### src/rtl/instr_fetch_router_pkg.sv
`default_nettype none
// +----------------------------------------------------------------------------+
// | Module  : instr_router_pkg                                                 |
// | Brief   : Tag encoding helpers and default device map for the fetch router |
// | Revision: 1.0                                                              |
// +----------------------------------------------------------------------------+
package instr_router_pkg;

    localparam int unsigned c_max_nr_devices = 8;

    // Tags 0..NrDevices-1 name a device; the extra code NrDevices marks an unmapped fetch.
    function automatic int unsigned tag_width(input int unsigned nr_devices);
        return $clog2(nr_devices + 1);
    endfunction

    function automatic int unsigned tag_err(input int unsigned nr_devices);
        return nr_devices;
    endfunction

    localparam logic [31:0] c_ram_base = 32'h0010_0000;
    localparam logic [31:0] c_ram_mask = 32'hFFFF_0000;
    localparam logic [31:0] c_dbg_base = 32'h1A11_0000;
    localparam logic [31:0] c_dbg_mask = 32'hFFFF_0000;

endpackage
`default_nettype wire

### src/rtl/instr_fetch_router_tag_fifo.sv
`default_nettype none
// +----------------------------------------------------------------------------+
// | Module  : instr_router_tag_fifo                                            |
// | Brief   : Small in-order FIFO holding the routing tag of each fetch        |
// | Revision: 1.0                                                              |
// +----------------------------------------------------------------------------+
module instr_router_tag_fifo #(
    parameter int unsigned Depth = 2,
    parameter int unsigned Width = 2
) (
    input  logic                           clk_sys_i,
    input  logic                           rst_sys_ni,
    input  logic                           push_i,
    input  logic [Width-1:0]               data_i,
    input  logic                           pop_i,
    output logic [Width-1:0]               head_o,
    output logic                           empty_o,
    output logic                           full_o,
    output logic [$clog2(Depth+1)-1:0]     count_o
);

    localparam int unsigned PtrW = (Depth > 1) ? $clog2(Depth) : 1;
    localparam int unsigned CntW = $clog2(Depth + 1);
    localparam logic [PtrW-1:0] c_last_ptr = PtrW'(Depth - 1);
    localparam logic [CntW-1:0] c_depth    = CntW'(Depth);

    logic [Width-1:0] r_mem [Depth];
    logic [PtrW-1:0]  r_wr_ptr;
    logic [PtrW-1:0]  r_rd_ptr;
    logic [CntW-1:0]  r_count;
    logic             w_do_push;
    logic             w_do_pop;

    // Depth need not be a power of two, so wrap on an explicit compare.
    function automatic logic [PtrW-1:0] next_ptr(input logic [PtrW-1:0] ptr);
        return (ptr == c_last_ptr) ? '0 : ptr + 1'b1;
    endfunction

    assign empty_o   = (r_count == '0);
    assign full_o    = (r_count == c_depth);
    assign count_o   = r_count;
    assign head_o    = r_mem[r_rd_ptr];
    assign w_do_push = push_i & (~full_o | pop_i);
    assign w_do_pop  = pop_i & ~empty_o;

    always_ff @(posedge clk_sys_i or negedge rst_sys_ni) begin
        if (!rst_sys_ni) begin
            r_wr_ptr <= '0;
            r_rd_ptr <= '0;
            r_count  <= '0;
        end else begin
            if (w_do_push) r_wr_ptr <= next_ptr(r_wr_ptr);
            if (w_do_pop)  r_rd_ptr <= next_ptr(r_rd_ptr);
            case ({w_do_push, w_do_pop})
                2'b10:   r_count <= r_count + 1'b1;
                2'b01:   r_count <= r_count - 1'b1;
                default: r_count <= r_count;
            endcase
        end
    end

    always_ff @(posedge clk_sys_i) begin
        if (w_do_push) r_mem[r_wr_ptr] <= data_i;
    end

endmodule
`default_nettype wire

### src/rtl/instr_fetch_router.sv
`default_nettype none
// +----------------------------------------------------------------------------+
// | Module  : instr_fetch_router                                               |
// | Brief   : Routes core instruction fetches to N devices, responses in order |
// | Revision: 1.0                                                              |
// +----------------------------------------------------------------------------+
module instr_fetch_router
    import instr_router_pkg::*;
#(
    parameter int unsigned NrDevices      = 2,
    parameter int unsigned AddressWidth   = 32,
    parameter int unsigned DataWidth      = 32,
    parameter int unsigned MaxOutstanding = 2
) (
    input  logic                                     clk_sys_i,
    input  logic                                     rst_sys_ni,
    input  logic                                     host_req_i,
    output logic                                     host_gnt_o,
    input  logic [AddressWidth-1:0]                  host_addr_i,
    output logic                                     host_rvalid_o,
    output logic [DataWidth-1:0]                     host_rdata_o,
    output logic                                     host_err_o,
    output logic [NrDevices-1:0]                     dev_req_o,
    input  logic [NrDevices-1:0]                     dev_gnt_i,
    output logic [AddressWidth-1:0]                  dev_addr_o,
    input  logic [NrDevices-1:0]                     dev_rvalid_i,
    input  logic [NrDevices-1:0][DataWidth-1:0]      dev_rdata_i,
    input  logic [NrDevices-1:0]                     dev_err_i,
    input  logic [NrDevices-1:0][AddressWidth-1:0]   cfg_device_addr_base_i,
    input  logic [NrDevices-1:0][AddressWidth-1:0]   cfg_device_addr_mask_i,
    output logic                                     idle_o,
    output logic                                     stray_rsp_o
);

    localparam int unsigned     TagW      = tag_width(NrDevices);
    localparam int unsigned     CntW      = $clog2(MaxOutstanding + 1);
    localparam logic [TagW-1:0] c_tag_err = TagW'(tag_err(NrDevices));

    logic [NrDevices-1:0] w_match;
    logic [NrDevices-1:0] w_sel_oh;
    logic [TagW-1:0]      w_sel_tag;
    logic                 w_mapped;
    logic                 w_space;
    logic                 w_push;
    logic                 w_pop;
    logic                 w_stray;
    logic                 w_empty;
    logic                 w_full;
    logic [TagW-1:0]      w_head;
    logic [CntW-1:0]      w_count;
    logic [CntW:0]        w_count_nxt;
    logic                 r_stray;
    logic                 r_idle;

    for (genvar i = 0; i < NrDevices; i++) begin : g_decode
        assign w_match[i] = ((host_addr_i & cfg_device_addr_mask_i[i]) == cfg_device_addr_base_i[i]);
    end

    // Scan downwards so the lowest matching index is the one left standing.
    always_comb begin : p_select
        w_mapped  = 1'b0;
        w_sel_oh  = '0;
        w_sel_tag = c_tag_err;
        for (int i = NrDevices - 1; i >= 0; i--) begin
            if (w_match[i]) begin
                w_mapped  = 1'b1;
                w_sel_oh  = '0;
                w_sel_oh[i] = 1'b1;
                w_sel_tag = TagW'(i);
            end
        end
    end

    always_comb begin : p_response
        w_pop         = 1'b0;
        w_stray       = 1'b0;
        host_rvalid_o = 1'b0;
        host_rdata_o  = '0;
        host_err_o    = 1'b0;
        if (!w_empty && (w_head == c_tag_err)) begin
            w_pop         = 1'b1;
            host_rvalid_o = 1'b1;
            host_err_o    = 1'b1;
        end
        for (int i = 0; i < NrDevices; i++) begin
            if (dev_rvalid_i[i]) begin
                if (!w_empty && (w_head == TagW'(i))) begin
                    w_pop         = 1'b1;
                    host_rvalid_o = 1'b1;
                    host_rdata_o  = dev_rdata_i[i];
                    host_err_o    = dev_err_i[i];
                end else begin
                    w_stray = 1'b1;
                end
            end
        end
    end

    // A pop frees a slot in the same cycle, so a full FIFO can still accept.
    assign w_space    = rst_sys_ni & (~w_full | w_pop);
    assign dev_req_o  = w_sel_oh & {NrDevices{host_req_i & w_space}};
    assign host_gnt_o = host_req_i & w_space & (w_mapped ? |(w_sel_oh & dev_gnt_i) : 1'b1);
    assign dev_addr_o = host_addr_i;
    assign w_push     = host_req_i & host_gnt_o;

    instr_router_tag_fifo #(
        .Depth (MaxOutstanding),
        .Width (TagW)
    ) u_tag_fifo (
        .clk_sys_i  (clk_sys_i),
        .rst_sys_ni (rst_sys_ni),
        .push_i     (w_push),
        .data_i     (w_sel_tag),
        .pop_i      (w_pop),
        .head_o     (w_head),
        .empty_o    (w_empty),
        .full_o     (w_full),
        .count_o    (w_count)
    );

    assign w_count_nxt = {1'b0, w_count} + (CntW+1)'(w_push) - (CntW+1)'(w_pop);

    always_ff @(posedge clk_sys_i or negedge rst_sys_ni) begin
        if (!rst_sys_ni) begin
            r_stray <= 1'b0;
            r_idle  <= 1'b1;
        end else begin
            r_stray <= r_stray | w_stray;
            r_idle  <= (w_count_nxt == '0);
        end
    end

    assign stray_rsp_o = r_stray;
    assign idle_o      = r_idle;

endmodule
`default_nettype wire

### config.mk
export PLATFORM = sky130hd
export DESIGN_NAME = instr_fetch_router
export DESIGN_NICKNAME = d
export VERILOG_FILES = /design/src/rtl/instr_fetch_router_pkg.sv /design/src/rtl/instr_fetch_router_tag_fifo.sv /design/src/rtl/instr_fetch_router.sv
export SDC_FILE = /design/constraint.sdc
export NUM_CORES = 1
export LEC_CHECK = 0
export BUFFER_PORTS_ARGS = -buffer_cell sky130_fd_sc_hd__buf_2
export CORE_AREA = 2 2 119 121
export CTS_CLUSTER_DIAMETER = 30
export DETAILED_ROUTE_END_ITERATION = 8
export DIE_AREA = 0 0 121 123
export PLACE_DENSITY = 0.52
export SETUP_SLACK_MARGIN = 0.15
export SLEW_MARGIN = 20
export SYNTH_ARGS = -nofsm -noshare
export SYNTH_HDL_FRONTEND = slang
export SYNTH_SLANG_ARGS = --single-unit
### constraint.sdc
create_clock -name clk_sys_i -period 2.6 [get_ports clk_sys_i]
set_clock_uncertainty 0.15 [all_clocks]
set_input_delay 0.52 -clock clk_sys_i [delete_from_list [all_inputs] [get_ports clk_sys_i]]
set_output_delay 0.52 -clock clk_sys_i [all_outputs]
set_load 0.05 [all_outputs]
## Word level (Yosys, flattened, before mapping)

Memories as Yosys holds them, arrays and structs flattened.
Cells that the tools add are included.

| storage, ports and cells | value |
|---|---|
| register bits | 6 |
| memory bits (writable) | 4 |
| output and inout bits | 71 |
| word-level logic and storage cells | 71 |
| memories | 1 |

| cells by class | value |
|---|---|
| add/sub/neg operators | 6 |
| equal/unequal tests | 7 |
| muxes and demuxes | 29 |
| bitwise gates (word level) | 14 |
| reductions and logical operators | 9 |

Memory list:

| memory | words | bits a word | rd ports | clocked after memory_dff | wr ports | RTL line | text |
|---|---|---|---|---|---|---|---|
| u_tag_fifo.r_mem | 2 | 2 | 1 | 0 | 1 | instr_fetch_router_tag_fifo.sv:27 | `logic [Width-1:0] r_mem [Depth];` |

Operator list:

| cell | number |
|---|---|
| 32-bit 2-to-1 mux | 4 |
| 32-bit AND | 2 |
| 32-bit == test | 2 |
| 1-bit 2-to-1 mux | 20 |
| 2-bit 2-to-1 mux | 4 |
| 1-bit AND | 6 |
| 2-bit == test (second input constant) | 3 |
| 2-bit AND | 2 |
| 2-bit by 1-bit == test with 1-bit output (second input constant) | 2 |
| 2-bit zero test | 2 |
| 2-bit one-hot mux with 2 select lines | 1 |
| 2-bit by 1-bit adder with 3-bit output | 1 |
| 1-bit logical AND | 3 |
| 3-bit zero test | 1 |
| 3-bit by 1-bit subtractor with 3-bit output | 1 |
| 1-bit adder (second input constant) | 2 |
| 2-bit by 1-bit adder with 2-bit output (second input constant) | 1 |
| 1-bit inverter | 2 |
| 1-bit bitwise OR | 2 |
| 2-bit nonzero test | 1 |
| 2-bit OR reduction | 1 |
| 2-bit by 1-bit subtractor with 2-bit output (second input constant) | 1 |
| 1-bit zero test | 1 |

## Longest topological paths before layout

Gate-level depths: netlist of the first run.

| logic depth | value |
|---|---|
| word-level depth | 16 |
| mapped depth | 12 |
| mapped depth without buffers | 12 |

## Modules after synthesis

Synthesis of the first run repeated with hierarchy kept, for this count alone.

| second synthesis, totals | value |
|---|---|
| cells, all modules | 299 |
| area total of the unflattened synthesis | 2378.5 sq um |

By module, submodules not included:

| module | instances | cells an instance | area an instance (sq um) | seq. area each (sq um) |
|---|---|---|---|---|
| instr_fetch_router | 1 | 274 | 2018.2 | 51.3 |
| instr_router_tag_fifo | 1 | 25 | 360.3 | 220.2 |

## Worst setup path after synthesis of the first run

OpenSTA, ideal clock, no wires.

| timing | value |
|---|---|
| path type | reg2reg |
| start point | reg u_tag_fifo.r_rd_ptr |
| end point | reg r_idle, in the netlist idle_o |
| setup time | 0.082 ns |
| data arrival time | 3.066 ns |
| data required time | 2.368 ns |
| slack | -0.698 ns |
| stages on the path, launching flop included | 9 |
| path buffers | 0 |
| cells stage by stage | dfrtp_1 > mux2_4 > o31ai_1 > nor2b_1 > ha_1 > inv_1 > ha_1 > fa_1 > nor3_1 |

| between the ends | value |
|---|---|
| cells in the longest elaborated chain, start to end | 16 |
| elaborated cells between the ends (all ways) | 20 |
| those cells by class | add/sub (2); eq/ne (2); mux (5); bitwise (5); reduce/logical (5); memory (1) |

RTL lines:

| item | RTL line | text |
|---|---|---|
| from (decl) | instr_fetch_router_tag_fifo.sv:29 | `logic [PtrW-1:0] r_rd_ptr;` |
| from (signal assigned) | instr_fetch_router_tag_fifo.sv:53 | `if (w_do_pop) r_rd_ptr <= next_ptr(r_rd_ptr);` |
| memory 2 x 2 bit (*) | -- |  |
| 2-bit == test | instr_fetch_router.sv:80 | `if (!w_empty && (w_head == c_tag_err)) begin` |
| 1-bit logical AND | instr_fetch_router.sv:80 |  |
| 1-bit 2-to-1 mux (4 in series) | -- |  |
| 1-bit 2-to-1 mux (*) | -- |  |
| via host_rvalid_o | instr_fetch_router.sv:20 | `output logic host_rvalid_o,` |
| 1-bit bitwise OR | instr_fetch_router.sv:100 | `assign w_space = rst_sys_ni & (~w_full \| w_pop);` |
| 1-bit AND | instr_fetch_router.sv:100 |  |
| 1-bit AND (2 in series) | instr_fetch_router.sv:102 | `assign host_gnt_o = host_req_i & w_space & (w_mapped ? \|(w_sel_oh & dev_gnt_i) : 1'b1);` |
| 1-bit AND | instr_fetch_router.sv:104 | `assign w_push = host_req_i & host_gnt_o;` |
| 2-bit by 1-bit adder with 3-bit output | instr_fetch_router.sv:121 | `assign w_count_nxt = {1'b0, w_count} + (CntW+1)'(w_push) - (CntW+1)'(w_pop);` |
| 3-bit by 1-bit subtractor with 3-bit output (*) | instr_fetch_router.sv:121 |  |
| 3-bit zero test (*) | instr_fetch_router.sv:129 | `r_idle <= (w_count_nxt == '0);` |
| to (signal assigned) | instr_fetch_router.sv:129 |  |
| to (decl) | instr_fetch_router.sv:53 | `logic r_idle;` |

Mark *: on every way through the listed nets, which the timed path passes. The rest lies on a longest branch.
A chain may end at the register's enable or synchronous reset.

## Final worst setup path of the first run

| timing | value |
|---|---|
| start point | reg u_tag_fifo.r_rd_ptr |
| end point | out host_rdata_o[0] |

| between the ends | value |
|---|---|
| cells in the longest elaborated chain, start to end | 7 |
| elaborated cells between the ends (all ways) | 9 |
| those cells by class | eq/ne (1); mux (4); reduce/logical (3); memory (1) |

RTL lines:

| item | RTL line | text |
|---|---|---|
| memory 2 x 2 bit (*) | -- |  |
| 2-bit zero test | instr_fetch_router.sv:87 | `if (!w_empty && (w_head == TagW'(i))) begin` |
| 1-bit logical AND | instr_fetch_router.sv:87 |  |
| 32-bit 2-to-1 mux | instr_fetch_router.sv:87 |  |
| 32-bit 2-to-1 mux | instr_fetch_router.sv:86 | `if (dev_rvalid_i[i]) begin` |
| 32-bit 2-to-1 mux | instr_fetch_router.sv:87 |  |
| 32-bit 2-to-1 mux (*) | instr_fetch_router.sv:86 |  |
| to (decl) | instr_fetch_router.sv:21 | `output logic [DataWidth-1:0] host_rdata_o,` |

Every way passes the cells marked *; elsewhere a longest branch is shown, timed or not.

==> metrics.cfg, run 1 <==
[sta]
fin_hold_ws_ns=0.05551
finalSetupViolations=44
rsz0062_at_grt=yes
setup_tns_ns=-14.20
clock.fmax_mhz=328.9
period_minus_slack_ns=3.040
timing.final.ws_setup_ns=-0.4404
maxSlewViolCount=0
finalHoldViolations=0
relSlewSlack=0.6980
final.period_utilization=1.169
worstMarginPinSlew_ns=0.4523

[floorplanning]
dieArea_sq_um=14880
rows=43
fp.dieW_um=121
die_h_um=123
io_pins=304
fp.coreArea_sq_um=13610
start_util=0.1735

[flow_run]
cap_violations=0

[setup_path]
crit_top_cell=buf_6
cp_slowest_cell=dfrtp_1
start_kind=flop
end_kind=output port
worstSetupPathType=flop to output port
critPathMaxFanout=7
cpPeakStageDelay_ns=0.41
cp.required_ns=1.93
cp.arrival_ns=2.37
path_cells=mux2_4, buf_6, buf_6, or3_4, nor2_4, buf_12, buf_12, buf_16, a22o_1, buf_6

[logic_synthesis]
synthCells=300
ys_seq_elements=10
avgSynthCellArea_sq_um=7.874
yosys_most_used_dff=dfrtp_1
synth-warning-count=0
ys_seq_area_frac=0.1149
syn_area_sq_um=2362
syn_nets=537
synth-edff-count=4
synth.distinct_cells=43
ys_async_sr_fraction=0.6000

[layout]
n_antenna_cell=0
nets=855
drive_above_1_share=0.6969
area_growth_pct=127.6
fill_cells=1355
multi_input_area_sq_um=2237
seq_area_sq_um=271.5

[drt]
viasPerCell=4.593
drtIter0Drc=74
drtAntennaViolNets=0
wl_per_cell_um=16.28
wirelength_mm=12.98
via_count=3661
drt_pass1_iterations=4
drc=0

[power]
seq_power_share=0.143
pwr-share-comb=0.714
p_sw_frac=0.4272
leakage_nw=2.931
powerDensity_nw_per_um2=358.6
p_sw_uw=823.6
clkPwrFrac=0.144
ir_drop_uv=244.0
cell_internal_pwr_mw=1.105

[clocking]
cts-root-buf=clkbuf_16
insertion_delay_ns=0.24
cts_max_path_buffers=2
path_clk_slew_ns=0.04
h-tree-depth=1
cts_hold_buf=0
cts_tree=done
numClockSinks=10
cts_made_buffers=3

[global_route]
grt_pass1_wl_mm=18.43
grt_max_degree=33
grt_usage=0.1603
antenna_found_initial=0
globalRouteOverflowTotal=0
grt_pass1_vias=3725

[run_status]
status=finished, violations left
violations=negative setup slack

[min_path]
hp-class=input pin to asynchronous set/reset pin

[place]
gp_congestion=0.8665
portBuffers=303
dp_hpwl_mm=11.23

==> power by group through the flow <==
| stage | Combinational (mW) | Clock, mW | Sequential, mW |
|---|---|---|---|
| after floorplan | 0.672 | 0 | 0.267 |
| after global placement | 1.09 | 0 | 0.264 |
| after detailed placement | 1.11 | 0 | 0.265 |
| after CTS | 1.28 | 0.280 | 0.266 |
| after global routing | 1.48 | 0.289 | 0.284 |
| final | 1.38 | 0.277 | 0.275 |
==> repair_timing <==
action | in CTS | in global routing
gates resized for setup | 129 | 34
endpoints found under the setup margin | 44 | 45
pin swaps | 11 | 17
gates cloned | 3 | 0
buffers inserted | 9 | 6
==> routing by layer <==
metal  vias to the layer above  part of all wire  track usage
met2                       192              0.57       0.3452
li1                       1797                 -            -
met3                         7             0.087      0.03137
met4                         0            0.0060      0.02326
met5                         -                 0            0
met1                      1665              0.34       0.1569
==> synth_stat cells (all sizes together), types with 3 or more instances <==
master  instances  area [sq um]
a21boi         16         120.1
nor2            8         32.54
nand3          16         80.08
a22o           32         280.3
a21o           16         120.1
o22a           16         140.1
and3           33         207.7
a211oi         16         150.1
a21oi          35         178.9
edfxtp          4         120.1
dfrtp           5         125.1
and3b          16         140.1
o21ai           5         36.29
ha              3         37.54
inv             9         33.78
xnor2           5         43.79
buf            36         260.3
nand4           8         50.05
clkbuf          3         11.26
==> sequential cells by signal (all words and copies together), names as in the netlist <==
signal and cells:
stray_rsp_o 1, u_tag_fifo.count_o 2, u_tag_fifo.r_mem 4, u_tag_fifo.r_wr_ptr 1
u_tag_fifo.r_rd_ptr 1, idle_o 1
==> cell type report <==
| cell class | instances | share of cell area |
|---|---|---|
| Sequential cell | 10 | 0.05050 |
| Inverter | 9 | 0.006283 |
| Tap cell | 180 | 0.04189 |
| Multi-Input combinational cell | 242 | 0.4161 |
| Timing Repair Buffer | 352 | 0.4706 |
| Clock buffer | 4 | 0.01466 |
==> layout by cell type (no fill, tap or decap), drive strengths merged, types with 2 or more instances in the layout <==
cell type and n:
and3 33, nor2 8, and3b 16, clkbuf 4, a211oi 16, nand3 16
edfxtp 4, o22a 16, nor4 2, o21ai 5, ha 3, buf 352
a21boi 16, nand4 8, a22o 32, nor2b 2, xnor2 5, inv 9
dfrtp 5, a21oi 35, a21o 16
==> path summary, 6_finish.rpt <==
kind	slack [ns]	endpoint	depth (start not counted)	from
min	0.06	u_tag_fifo.r_wr_ptr	2	rst_sys_ni
max reg2reg	-0.40	idle_o	12	u_tag_fifo.r_rd_ptr
max in group asynchronous	2.04	idle_o	2	rst_sys_ni
min reg2reg	0.31	stray_rsp_o	1	stray_rsp_o
max	-0.44	host_rdata_o[0]	10	u_tag_fifo.r_rd_ptr
min in group clk_sys_i	0.31	stray_rsp_o	1	stray_rsp_o
==> critical path: cells and delay by family (launching register included) <==
family,cells,cell delay [ns]
buf+inv,6,0.72
compound gates,1,0.14
mux,1,0.33
flops,1,0.41
simple gates,2,0.53
==> metrics by stage <==
stage / instances / utilization / setup WS (ns) / power [mW] / area [sq um]
after floorplan: 300 / - / -0.3375 / 0.9393 / 2656
after global placement: 775 / 0.3268 / -0.7476 / 1.351 / 4448
after detailed placement: 775 / 0.3268 / -0.8073 / 1.372 / 4448
after CTS: 791 / 0.3803 / -0.4517 / 1.821 / 5176
after global routing: 797 / 0.3950 / -0.5900 / 2.057 / 5376
final: 797 / 0.3950 / -0.4404 / 1.928 / 5376
==> cell families (layout without fill, tap and decap cells) <==
group           Yosys count  count (layout)  share of synthesized area
buf+inv                  48             365                     0.1292
fa+ha+maj                 4               4                    0.02437
mux                       2               2                    0.01059
xor+xnor                  6               6                    0.02225
compound gates          139             139                     0.4470
simple gates             91              91                     0.2516
flops                    10              10                     0.1149
Note: power is estimated with default switching activity, not from simulation.
==> run 2, diff against run 1 <==
Settings changed: ABC_AREA set to 1, BUFFER_PORTS_ARGS -buffer_cell sky130_fd_sc_hd__buf_2 to -buffer_cell sky130_fd_sc_hd__buf_4, CORE_AREA 2 2 119 121 to 2 2 117 119, DIE_AREA 0 0 121 123 to 0 0 119 121, PLACE_DENSITY 0.52 to 0.56, SKIP_LAST_GASP set to 1.
==> run 2 against run 1 <==
Effect of this change:
- the flow still finishes with violations (negative setup slack)
- worst hold slack better by 0.023 ns
- cell count rose by 17%
- count of clock-buffer cells in the layout down 1
- cell area rose by 3.7%
- combinational power rose by 99%
- sequential power down 5%
- sequential share of layout area fell by 0.18 points
- die area decreased by 3.3%
- maximum frequency up 15%
- first-iteration DRC count shrank 2.7%
- largest cell class unchanged
==> metrics.cfg, run 2 <==
[logic_synthesis]
synth_most_common_cell=nand2_1
yosys.area.top_type=nand2_1
ys_top_cells_by_area=nand2_1 (26%), a22o_1 (11%), buf_4 (9.4%), nand3b_1 (7.7%), nand3_1 (6.6%)
yosys_most_used_dff=dfrtp_1
synth_top_area_frac=0.2646  ; +0.1459
synth-warning-count=0  ; unchanged
synth_common_cells=nand2_1 (186), inv_1 (40), nand3_1 (35)
ys_seq_area_frac=0.1029  ; -0.01204
ys_seq_elements=10  ; unchanged
synth.distinct_cells=32  ; -26%
syn_area_sq_um=2639  ; +12%
synth-edff-count=4  ; unchanged
avgSynthCellArea_sq_um=5.800  ; -26%
synthCells=455  ; +52%
ys_async_sr_fraction=0.6000  ; unchanged
syn_nets=692  ; +29%

[power]
seq_power_share=0.080  ; -0.063
ir_drop_uv=222.2  ; -9.0%
p_sw_frac=0.4989  ; +0.07170
cell_internal_pwr_mw=1.640  ; +49%
leakage_nw=3.019  ; +3.0%
pwr-share-comb=0.837  ; +0.123
clkPwrFrac=0.083  ; -0.061
p_sw_mw=1.633  ; +98%
powerDensity_nw_per_um2=587.2  ; +64%

[layout]
top_register=u_tag_fifo.r_mem
area_growth_pct=111.2
final_cell_mix=buf_4 (288), nand2_1 (181), buf_6 (38)
n_antenna_cell=0  ; unchanged
layout_commonest_cell=buf_4
largest_register_ffs=4  ; unchanged
nets=994  ; +16%
drive_above_1_share=0.5119  ; -0.1850
layout.cells.non_filler=932  ; +17%
finish.utilization=0.4260  ; +0.03101

[global_route]
grt_max_degree=26  ; -21%
globalRouteOverflowTotal=0  ; unchanged
grt_pass1_vias=3818  ; +2.5%
grt_pass1_wl_mm=18.57  ; +0.79%
grt_usage=0.1631  ; +0.002794
antenna_found_initial=1  ; +1

[setup_path]
cp.arrival_ns=1.96  ; -0.41 ns
worstSetupPathType=flop to output port
critPathMaxFanout=7  ; unchanged
cp.required_ns=1.93  ; about the same
critPathBufInv=7  ; +1
cp_top_family=buffers and inverters
rrSetupSlack_ns=0.04  ; +0.44 ns
path_cells=inv_2, nand2_1, nand2_2, inv_4, nand3_4, buf_4, buf_8, clkinv_8, buf_12, a22o_1, buf_6
end_kind=output port
start_kind=flop
cp_slowest_cell=dfrtp_1
cpPeakStageDelay_ns=0.42  ; about the same

[drt]
drt_pass1_iterations=6  ; +2
drc=0  ; unchanged
viasPerCell=4.235  ; -7.8%
drtAntennaViolNets=0  ; unchanged
drtIter0Drc=72  ; -2.7%
via_count=3947  ; +7.8%
wl_per_cell_um=13.69  ; -16%
wirelength_mm=12.76  ; -1.7%

[clocking]
numClockSinks=10  ; unchanged
cts_max_path_buffers=2  ; unchanged
path_clk_slew_ns=0.04  ; about the same
insertion_delay_ns=0.24  ; about the same
cts_made_buffers=3  ; unchanged
cts_tree=done
h-tree-depth=1  ; unchanged
cts-root-buf=clkbuf_16

[sta]
worstMarginPinSlew_ns=0.2531  ; -0.1993 ns
fin_hold_ws_ns=0.07822  ; +0.02271 ns
final.period_utilization=1.013  ; -0.1566
finalSetupViolations=15  ; -66%
setup_tns_ns=-0.2986  ; +13.90 ns
relSlewSlack=0.8307  ; +0.1328
finalHoldViolations=0  ; unchanged
rsz0062_at_grt=yes
timing.final.ws_setup_ns=-0.03317  ; +0.4072 ns
clock.fmax_mhz=379.8  ; +15%
maxSlewViolCount=0  ; unchanged
period_minus_slack_ns=2.633  ; -0.4072 ns

[run_status]
violations=negative setup slack
status=finished, violations left

[floorplanning]
fp.dieW_um=119  ; -1.7%
io_pins=304  ; unchanged
start_util=0.2017  ; +0.02812
rows=42  ; -2.3%
dieArea_sq_um=14400  ; -3.3%
die_h_um=121  ; -1.6%
fp.coreArea_sq_um=13090  ; -3.9%

[place]
place_ws_ns=-0.3178  ; +0.4895 ns
gp_congestion=0.8045  ; -7.2%
dp.cells=917  ; +18%
dp_hpwl_mm=11.17  ; -0.53%
portBuffers=303  ; unchanged

[min_path]
hp-class=input pin to asynchronous set/reset pin

[flow_run]
cap_violations=0  ; unchanged

## run 2: cell count changes after synthesis, moves of 19 or more
| cell | previous run | this run |
|---|---|---|
| nand3_1 | 16 | 35 |
| inv_1 | 9 | 40 |
| and3_1 | 32 | 0 |
| nand3b_1 | 0 | 27 |
| nor2_1 | 7 | 33 |
| a21oi_1 | 34 | 2 |
| nand2_1 | 1 | 186 |
## run 2: what timing repair did
| action | CTS | global route |
|---|---|---|
| setup buffers | 3 | 3 |
| cloned | 0 | 4 |
| pin swaps | 28 | 30 |
| hold buffers | 1 | 0 |
| hold endpoints to repair | 5 | 0 |
| endpoints found under the setup margin | 38 | 36 |
| resized for setup | 47 | 29 |
## run 2: cell type report
cell class	count	area [sq um]
clock inverter	1	3.754
multi-input combinational	360	2062
tap	176	220.2
timing repair inverter	1	11.26
clock buffer	3	75.07
sequential	10	271.5
timing repair buffer	334	2735
fill	1353	7511
inverter	47	195.2
## run 2: worst register-to-register path, cell delays in order, from the launching register on
cell      delay (ns)
dfrtp_1         0.41
inv_2           0.06
nand2_2         0.07
nand2_4         0.07
nor2_8          0.15
nand3_4         0.10
nand3_4         0.10
nor2_4          0.05
nor2_4          0.12
nand2_2         0.06
clkinv_2        0.05
nand2_2         0.05
ha_4            0.26
inv_2           0.03
ha_4            0.15
fa_2            0.36
xnor2_2         0.15
nor3_2          0.11
## run 2: power by group through the flow
stage	clock network, mW	registers [mW]	logic, mW
6_report	0.271	0.261	2.74
5_1_grt	0.281	0.269	2.92
4_1_cts	0.275	0.260	2.50
3_5_place_dp	0	0.261	2.35
3_3_place_gp	0	0.260	2.33
2_1_floorplan	0	0.275	1.49
## run 2: final timing paths
check                      depth (start not counted)                 from                  end
max in group asynchronous                          2           rst_sys_ni          stray_rsp_o
min reg2reg                                        2  u_tag_fifo.r_wr_ptr  u_tag_fifo.r_wr_ptr
max                                               11  u_tag_fifo.r_rd_ptr     host_rdata_o[10]
min                                                1           rst_sys_ni               idle_o
min in group clk_sys_i                             2  u_tag_fifo.r_wr_ptr  u_tag_fifo.r_wr_ptr
max reg2reg                                       17  u_tag_fifo.r_rd_ptr               idle_o
## run 2: metal layers
metal  vias up  share of wire  wire (um)  track usage
met4         2          0.018        236      0.03646
met5         -        0.00078         10            0
met2       193           0.56       7195       0.3438
li1       2038              -          -            -
met1      1698           0.32       4113       0.1515
met3        16          0.094       1203      0.04652
## run 2: metrics by stage
stage               power, mW  instance area (sq um)
detailed placement      2.616                   5081
global route            3.469                   5574
floorplan               1.761                   2676
CTS                     3.033                   5358
finish                  3.273                   5574
global placement        2.590                   5081
## run 2: kinds of logic after synthesis
logic type | count (synthesis) | synth area share
and+or+nand+nor | 302 | 0.5301
buffers and inverters | 85 | 0.1707
AOI/OAI and AO/OA | 37 | 0.1181
xor gates and xnor gates | 17 | 0.05643
DFF | 10 | 0.1029
adders and majority gates | 4 | 0.02181
==> run 3, diff against run 2 <==
Settings changed: PLACE_DENSITY 0.56 to 0.54.
==> run 3 against run 2 <==
Effect of this change:
- the run still ends with negative setup slack left
- power is 2.1% higher
- count of clock-buffer cells in the layout stayed put
- die area stayed put
- first-iteration DRC count is 28% lower
- sequential power hardly changed
- register-to-register slack hardly changed
- critical endpoint is now host_rdata_o[20]
- largest cell class unchanged
- largest power group unchanged
==> metrics.cfg, run 3 (synthesis gave the netlist of run 2 again) <==
[run_status]
status=finished, violations left
violations=negative setup slack

[layout]
largest_register_ffs=4  ; unchanged
top_register=u_tag_fifo.r_mem
drive_above_1_share=0.5444  ; +0.03248
final_cell_mix=buf_4 (282), nand2_1 (169), buf_6 (47)
nets=1004  ; +1.0%
final_design_area_no_fill_sq_um=5866  ; +5.2%
finish.utilization=0.4483  ; +0.02228
layout_commonest_cell=buf_4
n_antenna_cell=0  ; unchanged
area_growth_pct=122.3

[sta]
maxSlewViolCount=0  ; unchanged
finalHoldViolations=0  ; unchanged
final.period_utilization=1.000  ; -0.01248
relSlewSlack=0.8449  ; +0.01413
worstMarginPinSlew_ns=0.2319  ; -0.02113 ns
clock.fmax_mhz=384.5  ; +1.2%
rsz0062_at_grt=yes
timing.final.ws_setup_ns=-0.0007294  ; +0.03244 ns
finalSetupViolations=1  ; -14
period_minus_slack_ns=2.601  ; -0.03244 ns

[drt]
viasPerCell=4.210  ; -0.59%
wirelength_mm=12.92  ; +1.3%
via_count=3966  ; +0.48%
drtIter0Drc=52  ; -28%
drt_pass1_iterations=4  ; -2
drc=0  ; unchanged
wl_per_cell_um=13.72  ; +0.21%
drtAntennaViolNets=0  ; unchanged

[power]
leakage_nw=3.133  ; +3.8%
ir_drop_uv=281.8  ; +27%
powerDensity_nw_per_um2=569.7  ; -3.0%

[floorplanning]
fp.coreArea_sq_um=13090  ; unchanged
fp.dieW_um=119  ; unchanged
die_h_um=121  ; unchanged
io_pins=304  ; unchanged
rows=42  ; unchanged
start_util=0.2017  ; unchanged
dieArea_sq_um=14400  ; unchanged

[setup_path]
startpoint=u_tag_fifo.r_rd_ptr
cp.required_ns=1.93  ; about the same
crit_end=host_rdata_o[20]
critPathMaxFanout=8  ; +1
rrSetupSlack_ns=0.05  ; about the same
r2r_end=idle_o
end_kind=output port
start_kind=flop
cp.arrival_ns=1.93  ; -0.03 ns
r2r_cells=17  ; unchanged
timing.rr.start=u_tag_fifo.r_rd_ptr
worstSetupPathType=flop to output port

[clocking]
h-tree-depth=1  ; unchanged
cts_made_buffers=3  ; unchanged
numClockSinks=10  ; unchanged
cts_max_path_buffers=2  ; unchanged
cts_tree=done
insertion_delay_ns=0.24  ; about the same
cts-root-buf=clkbuf_16
path_clk_slew_ns=0.04  ; about the same

[global_route]
grt_usage=0.1706  ; +0.007537
grt_pass1_vias=3995  ; +4.6%
antenna_found_initial=0  ; -1
globalRouteOverflowTotal=0  ; unchanged
grt_pass1_wl_mm=19.35  ; +4.2%
grt_max_degree=14  ; -46%

[flow_run]
cap_violations=0  ; unchanged

[place]
gp_congestion=0.8293  ; +3.1%
portBuffers=303  ; unchanged
dpl_cell_area_sq_um=5126  ; +0.89%
dp_hpwl_mm=11.00  ; -1.5%

[min_path]
hp-class=input pin to asynchronous set/reset pin

run 3: worst max-delay path, stage by stage (launching register included):
cell	delay, ns
dfrtp_1	0.41
inv_2	0.06
nand2_2	0.08
nand2_4	0.08
nor2_8	0.13
nand3_4	0.09
buf_4	0.18
inv_8	0.08
bufbuf_16	0.27
a22o_1	0.15
buf_6	0.17
run 3: report_power, final:
part | total, mW | switching, mW | internal (mW)
Sequential | 0.260 | 0.0418 | 0.218
Combinational | 2.81 | 1.51 | 1.30
Clock | 0.276 | 0.0738 | 0.202
run 3: how the worst min path moves through the flow:
| stage | start | cells past startpoint | to |
|---|---|---|---|
| after CTS | rst_sys_ni | 1 | idle_o |
| after global placement | rst_sys_ni | 1 | u_tag_fifo.count_o[0] |
| after floorplan | rst_sys_ni | 0 | stray_rsp_o |
| after detailed placement | rst_sys_ni | 1 | u_tag_fifo.count_o[0] |
| after global routing | rst_sys_ni | 1 | idle_o |
| final | rst_sys_ni | 1 | idle_o |
run 3: stage by stage:
| stage | hold slack [ns] | power [mW] | setup TNS, ns | instances | worst slack [ns] |
|---|---|---|---|---|---|
| 3_5_place_dp | 0.1893 | 2.612 | -0.5672 | 923 | -0.3555 |
| 6_report | 0.07750 | 3.342 | -0.0007294 | 942 | -0.0007294 |
| 2_1_floorplan | 0.07441 | 1.761 | -0.07668 | 455 | -0.07173 |
| 5_1_grt | 0.08000 | 3.530 | -0.9851 | 942 | -0.09634 |
| 4_1_cts | 0.07842 | 3.285 | -0.02577 | 940 | -0.008564 |
| 3_3_place_gp | 0.1883 | 2.585 | -0.3589 | 923 | -0.2878 |
run 3: metal layers:
| metal | up-vias | global-route usage | wire length [um] |
|---|---|---|---|
| met2 | 193 | 0.3725 | 7472 |
| met3 | 13 | 0.04511 | 1103 |
| met5 | - | 0 | 0 |
| met1 | 1703 | 0.1462 | 4064 |
| li1 | 2057 | - | - |
| met4 | 0 | 0.04911 | 282 |
run 3: repair_timing:
item                                    CTS  global route
resized for setup                        77            38
hold buffers                              1             0
hold endpoints to repair                  5             0
endpoints found under the setup margin   37            38
pin swaps                                41            43
cloned                                    5             0
buffers inserted                          7             2
run 3: layout make-up:
cell class | count | area (sq um)
clock buffers | 3 | 75.07
clock inverters | 1 | 3.754
fillers | 1296 | 7219
inverters | 47 | 196.4
multi-input cells | 360 | 2125
flip-flops and latches | 10 | 271.5
well taps | 176 | 220.2
repair buffers | 345 | 2974
